File: config.mk
export PLATFORM = sky130hd
export DESIGN_NAME = multicyc_muldiv
export DESIGN_NICKNAME = d
export VERILOG_FILES = /design/src/rtl/multicyc_muldiv.sv
export SDC_FILE = /design/constraint.sdc
export NUM_CORES = 1
export LEC_CHECK = 0
export CAP_MARGIN = 20
export CORE_MARGIN = 1
export CORE_UTILIZATION = 29
export CTS_BUF_LIST = sky130_fd_sc_hd__clkbuf_2
export DETAILED_ROUTE_END_ITERATION = 7
export PLACE_DENSITY_LB_ADDON = 0.08
export SYNTH_ARGS = -nofsm -noshare
export SYNTH_HDL_FRONTEND = slang
export SYNTH_SLANG_ARGS = --single-unit
File: constraint.sdc
create_clock -name clk -period 4.48 [get_ports clk]
set_input_delay 1.344 -clock clk [delete_from_list [all_inputs] [get_ports clk]]
set_output_delay 1.344 -clock clk [all_outputs]
set_load 0.005 [all_outputs]
File: src/rtl/multicyc_muldiv.sv
// Iterative MULT/MULTU/DIV/DIVU unit with HI/LO registers and MTHI/MTLO writes.
// One multiplier/quotient bit per cycle; start/busy/done handshake.
module multicyc_muldiv #(
  parameter int WIDTH = 32
) (
  input  logic             clk,
  input  logic             reset,
  input  logic             start,
  input  logic [2:0]       op,
  input  logic [WIDTH-1:0] src_a,
  input  logic [WIDTH-1:0] src_b,
  output logic             busy,
  output logic             done,
  output logic [WIDTH-1:0] hi,
  output logic [WIDTH-1:0] lo,
  output logic             div_by_zero
);
  localparam int CW = $clog2(WIDTH);

  typedef enum logic [1:0] {IDLE, RUN, FIX, DONE} state_t;

  state_t                 state, state_n;
  logic [CW-1:0]          cnt;
  logic                   is_div, neg_res, sign_a;
  logic [WIDTH-1:0]       opnd;
  logic [2*WIDTH-1:0]     acc;

  // request decode
  logic                   accept, is_md, op_div, op_sgn, sa, sb, b_zero;
  logic [WIDTH-1:0]       mag_a, mag_b;

  always_comb begin
    is_md  = ~op[2];
    op_div = op[1];
    op_sgn = ~op[0];
    accept = start && (state == IDLE) && !(op[2] && op[1]);
    sa     = is_md && op_sgn && src_a[WIDTH-1];
    sb     = is_md && op_sgn && src_b[WIDTH-1];
    mag_a  = sa ? -src_a : src_a;
    mag_b  = sb ? -src_b : src_b;
    b_zero = (src_b == '0);
  end

  always_comb begin
    state_n = state;
    case (state)
      IDLE: if (accept) state_n = (!is_md || (op_div && b_zero)) ? DONE : RUN;
      RUN:  if (cnt == CW'(WIDTH-1)) state_n = FIX;
      FIX:  state_n = DONE;
      DONE: state_n = IDLE;
      default: state_n = IDLE;
    endcase
  end

  // acc = {upper, lower}: multiply keeps the multiplier in the lower half and
  // shifts the product in from the top; divide keeps {remainder, dividend/quotient}.
  logic [WIDTH:0]         mul_sum, div_sh, div_tr;
  logic [2*WIDTH-1:0]     step_acc, prod_fix;
  logic [WIDTH-1:0]       quo_fix, rem_fix;

  always_comb begin
    mul_sum = {1'b0, acc[2*WIDTH-1:WIDTH]} + (acc[0] ? {1'b0, opnd} : '0);
    div_sh  = {acc[2*WIDTH-1:WIDTH], acc[WIDTH-1]};
    // remainder < divisor keeps the trial below 2^WIDTH when non-negative,
    // so bit WIDTH is a reliable borrow flag
    div_tr  = div_sh - {1'b0, opnd};
    if (!is_div)
      step_acc = {mul_sum, acc[WIDTH-1:1]};
    else if (div_tr[WIDTH])
      step_acc = {div_sh[WIDTH-1:0], acc[WIDTH-2:0], 1'b0};
    else
      step_acc = {div_tr[WIDTH-1:0], acc[WIDTH-2:0], 1'b1};
    prod_fix = neg_res ? -acc : acc;
    quo_fix  = neg_res ? -acc[WIDTH-1:0] : acc[WIDTH-1:0];
    rem_fix  = sign_a ? -acc[2*WIDTH-1:WIDTH] : acc[2*WIDTH-1:WIDTH];
  end

  always_ff @(posedge clk) begin
    if (reset) begin
      state       <= IDLE;
      hi          <= '0;
      lo          <= '0;
      div_by_zero <= 1'b0;
      cnt         <= '0;
      is_div      <= 1'b0;
      neg_res     <= 1'b0;
      sign_a      <= 1'b0;
      opnd        <= '0;
      acc         <= '0;
    end else begin
      state <= state_n;
      case (state)
        IDLE: if (accept) begin
          div_by_zero <= is_md && op_div && b_zero;
          cnt         <= '0;
          is_div      <= op_div;
          neg_res     <= sa ^ sb;
          sign_a      <= sa;
          if (!is_md) begin
            if (op[0]) lo <= src_a;
            else       hi <= src_a;
          end else if (op_div && b_zero) begin
            hi <= src_a;
            lo <= '1;
          end else if (op_div) begin
            opnd <= mag_b;
            acc  <= {{WIDTH{1'b0}}, mag_a};
          end else begin
            opnd <= mag_a;
            acc  <= {{WIDTH{1'b0}}, mag_b};
          end
        end
        RUN: begin
          cnt <= cnt + 1'b1;
          acc <= step_acc;
        end
        FIX: begin
          if (is_div) begin
            hi <= rem_fix;
            lo <= quo_fix;
          end else begin
            hi <= prod_fix[2*WIDTH-1:WIDTH];
            lo <= prod_fix[WIDTH-1:0];
          end
        end
        default: ;
      endcase
    end
  end

  assign busy = (state != IDLE);
  assign done = (state == DONE);
endmodule

==> qor.txt, run 1 <==
status -> complete, no violations
Setup violations, final -> 0
root buffer cell -> clkbuf_2
hpwl dp -> 50.4 mm
actual slew at the worst max-slew pin -> 822 ps
unrepaired setup endpoints after global routing -> false
Max Slew Vio Count -> 0
Synth area leader -> dfxtp_1
Leakage -> 6.62 nW
Max Freq -> 241 MHz
Layout Nets -> 2278
clk_skew -> 65.5 ps
initial core utilization -> 29.4%
via/cell ratio -> 5.50
Die Width -> 227 um
Syn Inst Count -> 2008
worst reg-to-reg setup slack -> 320 ps
sequential cell area fraction in the yosys report -> 23.2%
Critical Path Start Type -> flip-flop
CP Capture Type -> flip-flop
post-synth cell types -> 77
share of synthesized registers carrying an async set or reset -> 0%
worst skew pair latency -> 1060 ps
max incr delay on CP -> 510 ps
Area contributors post-synth -> dfxtp_1, a21oi_1, ha_1
Bufs on Longest Clock Path -> 2
EDFF count, synth -> 0
Post-CTS Resized -> 0
HP Class -> reg -> reg
Max VDD drop -> 0.000194 V
P&R area growth vs syn -> 19.2%
Post-CTS Setup Bufs -> 0
Max H-tree Level -> 4
RR Startpoint -> acc[31]
clock slew at reported path FFs -> 320 ps
Slew headroom -> 45.2%
CTS tree -> yes
Setup CP Type -> reg -> reg
die span in y -> 227 um
CP max FO -> 25
crit share post-route -> 92.8%
Post-Syn Area -> 14700 um2
FF+latch count, synth -> 171
reg2reg end -> acc[56]
main flop type after synthesis -> dfxtp_1
# hold bufs at CTS -> 0
Synth Warn # -> 0
critical path arrival -> 5100 ps
r2r worst-path depth -> 14
post-route ant nets -> 0
post-route cell area -> 17600 um2
Row Count -> 82
drt total wl -> 64.4 mm
Data required, critical path -> 5420 ps
vias in the first global route -> 14300
average wire per standard cell -> 22.8 um
Mapped Nets -> 2154
CTS sink count -> 171
initial antenna violation count -> 1
GRT overflow -> 0
Final Critical Period -> 4160 ps
PortBufs -> 136
IO Pins -> 137
CP max stage cell -> o21ai_1
area fraction of the dominant cell type after synthesis -> 23.2%
global placement routability congestion -> 0.876
Max Cap Viol -> 0
Post-Syn Area per Cell -> 7.34 um2
pwr dens -> 368 nW/um2
first-pass GRT wire length -> 94.6 mm
TritonCTS Buffers -> 17
DRT Pass-1 Iters -> 5
die area -> 51700 um2
Post-DP Area -> 17300 um2
drt drc -> 0
Vias -> 15500
Total Neg Setup Slack -> 0 ps
crit path from -> acc[31]
final hold vios -> 0
most frequent CP cell -> o21ai_1
GRT Util Overall -> 25.0%
core area -> 50200 um2
CP endpoint -> acc[56]
largest net degree at the start of global routing -> 145
initial DRC count -> 1491
CP cell instances -> inv_1 > ha_1 > fa_1 > nand2b_1 > a21oi_1 > a2111oi_1 > buf_4 > o31ai_1 > o21ai_1 > o21ai_1 > xor2_4 > buf_12 > mux2i_1 > o221ai_1
share of cells above drive strength 1 -> 8.58%
stage by stage:
step	hold WS (ps)	instances	total power, W	utilization (%)	setup slack (ps)
after floorplan	432	2008	0.00413	-	648
after global placement	439	2785	0.00557	34.6	112
after detailed placement	444	2785	0.00557	34.6	104
after CTS	471	2817	0.00650	35.0	182
after global routing	480	2818	0.00692	35.0	110
final	470	2820	0.00647	35.0	324
cells in the mapped netlist (12+ instances only):
cell type / count
or3_1: 21
nand4_1: 13
nor3_1: 44
nor2_1: 242
buf_1: 13
o21ai_0: 102
mux2_2: 21
a21o_1: 29
xor2_1: 70
inv_1: 67
mux2i_1: 66
xnor2_1: 102
a31oi_1: 16
o221ai_1: 29
nand3_1: 28
a22oi_1: 19
nand2_1: 205
o41ai_1: 13
nor4_1: 17
or4_1: 15
dfxtp_1: 171
o211ai_1: 30
nand2b_1: 18
o31ai_1: 22
a211oi_1: 83
ha_1: 74
and3_1: 12
a21oi_1: 199
clkbuf_1: 111
and2_1: 12
placed cells by master, fill, tap and decap left out, types with 22 or more instances in the layout:
cell type / synthesis / routed
a211oi_1: 83 / 83
a21o_1: 29 / 29
a21oi_1: 199 / 199
buf_4: 1 / 100
clkdlybuf4s50_1: 0 / 134
dfxtp_1: 171 / 170
ha_1: 74 / 73
inv_1: 67 / 67
mux2i_1: 66 / 66
nand2_1: 205 / 205
nand3_1: 28 / 28
nor2_1: 242 / 239
nor3_1: 44 / 44
o211ai_1: 30 / 30
o21ai_0: 102 / 101
o221ai_1: 29 / 29
o31ai_1: 22 / 22
xnor2_1: 102 / 102
xor2_1: 70 / 69
worst max-delay path, delay by kind of cell (launching register included):
family                     cells  cell delay, ps
muxes                          1             240
and+or+nand+nor                1             190
AOI/OAI and AO/OA              6            1760
buffers and inverters          3             510
xor gates and xnor gates       1             280
DFF                            1             410
adders and majority gates      2             620
cell type report:
class                      instances  area [um2]
fill                            5310       32600
multi-input combinational       1629       10500
sequential                       171        3420
tap                              672         841
timing repair buffer             244        2280
antenna                            3        7.51
clock buffer                      17        85.1
clock inverter                    15         139
inverter                          69         259
state kept, by name, summed over array words and instances (netlist names):
register,cells
acc,64
hi,32
lo,32
opnd,32
cnt,5
state,2
div_by_zero,1
is_div,1
neg_res,1
sign_a,1
layer usage:
metal | track usage (%) | share of wire, % | vias to the layer above
met2 | 36.3 | 42 | 517
li1 | - | - | 7530
met3 | 4.65 | 6.3 | 47
met1 | 37.2 | 50 | 7428
met4 | 6.17 | 1.9 | 0
met5 | 0 | 0 | -
cells by family after synthesis:
family          Yosys count  synth area share [%]
buf+inv                 208                  5.61
xor+xnor                172                  10.2
fa+ha+maj                76                  6.55
compound gates          625                  27.5
simple gates            669                  20.8
flops                   171                  23.2
mux                      87                  6.09
worst min-delay path by stage:
stage	endpoint	cells after the start	from	slack (ps)
2_1_floorplan	opnd[9]	2	opnd[9]	430
3_3_place_gp	lo[23]	2	lo[23]	440
3_5_place_dp	lo[14]	2	lo[14]	440
4_1_cts	lo[14]	2	lo[14]	470
5_1_grt	lo[7]	2	lo[7]	480
6_report	lo[9]	2	lo[9]	470
power breakdown:
part / internal, W / total (W) / switching, W
clock: 0.000215 / 0.000901 / 0.000686
sequential: 0.00177 / 0.00207 / 0.000303
combinational: 0.00140 / 0.00350 / 0.00210
Note: power is estimated with default switching activity, not from simulation.
==> inputs of run 2 (changes only) <==
--- a/config.mk
+++ b/config.mk
@@ -7,10 +7,11 @@
 export LEC_CHECK = 0
 export CAP_MARGIN = 20
 export CORE_MARGIN = 1
-export CORE_UTILIZATION = 29
+export CORE_UTILIZATION = 58
 export CTS_BUF_LIST = sky130_fd_sc_hd__clkbuf_2
 export DETAILED_ROUTE_END_ITERATION = 7
 export PLACE_DENSITY_LB_ADDON = 0.08
+export SLEW_MARGIN = 20
 export SYNTH_ARGS = -nofsm -noshare
 export SYNTH_HDL_FRONTEND = slang
 export SYNTH_SLANG_ARGS = --single-unit
==> qor.txt, run 2 (synthesis results as in run 1) <==
post-route ant nets -> 0 (unchanged)
CP Capture Type -> flip-flop (unchanged)
Row Count -> 57 (was 82)
via/cell ratio -> 6.63 (was 5.50)
Max Freq -> 236 MHz (was 241 MHz)
vias in the first global route -> 14500 (was 14300)
Layout Nets -> 2252 (was 2278)
initial antenna violation count -> 1 (unchanged)
most frequent cells in the layout -> nor2_1, nand2_1, a21oi_1 (unchanged)
Die Width -> 161 um (was 227 um)
average wire per standard cell -> 21.7 um (was 22.8 um)
Setup violations, final -> 0 (unchanged)
max incr delay on CP -> 520 ps (was 510 ps)
P&R area growth vs syn -> 14.6% (was 19.2%)
Slew headroom -> 38.5% (was 45.2%)
core area -> 24600 um2 (was 50200 um2)
die area -> 26100 um2 (was 51700 um2)
initial DRC count -> 2292 (was 1491)
Total Neg Setup Slack -> 0 ps (unchanged)
# hold bufs at CTS -> 0 (unchanged)
clock slew at reported path FFs -> 260 ps (was 320 ps)
share of cells above drive strength 1 -> 7.50% (was 8.58%)
CP max stage cell -> o31ai_1 (was o21ai_1)
DRT Pass-1 Iters -> 6 (was 5)
unrepaired setup endpoints after global routing -> false (unchanged)
largest register by flop count -> acc (unchanged)
Final Critical Period -> 4250 ps (was 4160 ps)
Max VDD drop -> 0.000354 V (was 0.000194 V)
Bufs on Longest Clock Path -> 2 (unchanged)
total power -> 0.00634 W (was 0.00647 W)
HP Class -> reg -> reg (unchanged)
TritonCTS Buffers -> 17 (unchanged)
Vias -> 16200 (was 15500)
Post-CTS Setup Bufs -> 0 (unchanged)
clk_skew -> 80.9 ps (was 65.5 ps)
pwr dens -> 375 nW/um2 (was 368 nW/um2)
final hold vios -> 0 (unchanged)
most common cell after layout, fill and taps aside -> nor2_1 (unchanged)
GRT overflow -> 0 (unchanged)
Data required, critical path -> 5210 ps (was 5420 ps)
global placement routability congestion -> 1.00 (was 0.876)
Post-DP Area -> 16600 um2 (was 17300 um2)
WP buf/inv -> 3 (unchanged)
CTS tree -> yes (unchanged)
largest net degree at the start of global routing -> 84 (was 145)
CP cell instances -> inv_1 > ha_1 > fa_1 > nand2b_1 > a21oi_1 > a2111oi_1 > o31ai_1 > o21ai_1 > buf_4 > o21ai_1 > xor2_4 > buf_4 > mux2_2 > o221ai_1 (was inv_1 > ha_1 > fa_1 > nand2b_1 > a21oi_1 > a2111oi_1 > buf_4 > o31ai_1 > o21ai_1 > o21ai_1 > xor2_4 > buf_12 > mux2i_1 > o221ai_1)
Leakage -> 6.47 nW (was 6.62 nW)
cell family with most CP delay -> compound AO/OA/AOI/OAI gates (unchanged)
status -> complete, no violations (unchanged)
Max Cap Viol -> 0 (unchanged)
crit share post-route -> 94.8% (was 92.8%)
Setup CP Type -> reg -> reg (unchanged)
Critical Path Start Type -> flip-flop (unchanged)
Post-CTS Resized -> 0 (unchanged)
CP max FO -> 6 (was 25)
IO Pins -> 137 (unchanged)
drt total wl -> 53.1 mm (was 64.4 mm)
final hold slack -> 472 ps (was 470 ps)
initial core utilization -> 59.9% (was 29.4%)
Max Slew Vio Count -> 0 (unchanged)
CTS sink count -> 171 (unchanged)
Max H-tree Level -> 4 (unchanged)
PortBufs -> 136 (unchanged)
drt drc -> 0 (unchanged)
post-route cell area -> 16900 um2 (was 17600 um2)
actual slew at the worst max-slew pin -> 923 ps (was 822 ps)
flip-flop count of the largest register after layout -> 64 (unchanged)
GRT Util Overall -> 40.4% (was 25.0%)
critical path arrival -> 4980 ps (was 5100 ps)
die span in y -> 161 um (was 227 um)
hpwl dp -> 40.9 mm (was 50.4 mm)
first-pass GRT wire length -> 82.3 mm (was 94.6 mm)
fin util -> 68.7% (was 35.0%)
worst skew pair latency -> 870 ps (was 1060 ps)
root buffer cell -> clkbuf_2 (unchanged)
==> run 2: cell types whose count changed in the layout (fill, tap and decap cells not counted), sizes merged <==
cell    previous run  this run
buf              110        84
diode              3         1
clkinv             8         7
inv               73        74
==> run 2: worst register-to-register path: stages (launching register included) <==
cell and delay (ps):
dfxtp_1 460, inv_1 100, ha_1 280, fa_1 450, nand2b_1 210, a21oi_1 270, a2111oi_1 140, o31ai_1 520
o21ai_1 140, buf_4 190, o21ai_1 450, xor2_4 280, buf_4 170, mux2_2 340, o221ai_1 180
==> run 2: path summary, 6_finish.rpt <==
check,start,endpoint,slack (ps),cells after the start
worst max register to register,acc[31],acc[32],230,14
worst max-delay path,acc[31],acc[32],230,14
worst min register to register,opnd[14],opnd[14],470,2
worst min-delay path,opnd[14],opnd[14],470,2
==> run 2: metrics by stage <==
| step | instances | setup WS [ps] |
|---|---|---|
| 5_1_grt | 2444 | 32.0 |
| 2_1_floorplan | 2008 | 648 |
| 3_3_place_gp | 2411 | 232 |
| 3_5_place_dp | 2411 | 189 |
| 4_1_cts | 2443 | 355 |
| 6_report | 2444 | 235 |
==> run 2: layout make-up <==
class	instances	area, um2
inverter	69	259
multi-input combinational	1629	10500
clock buffer	17	85.1
tap	324	405
fill	2230	7700
sequential	171	3420
clock inverter	15	180
timing repair buffer	218	2020
antenna	1	2.50
==> run 2: per-layer routing <==
metal | GRT usage [%] | vias up | part of all wire, %
li1 | - | 7471 | -
met5 | 0 | - | 0
met4 | 15.1 | 0 | 3.9
met3 | 7.40 | 144 | 12
met2 | 59.3 | 1011 | 42
met1 | 58.3 | 7585 | 43
==> run 2: where the power goes <==
group          internal, W  total, W  switching, W
Combinational      0.00136   0.00334       0.00198
Clock             0.000238  0.000926      0.000688
Sequential         0.00177   0.00207      0.000298
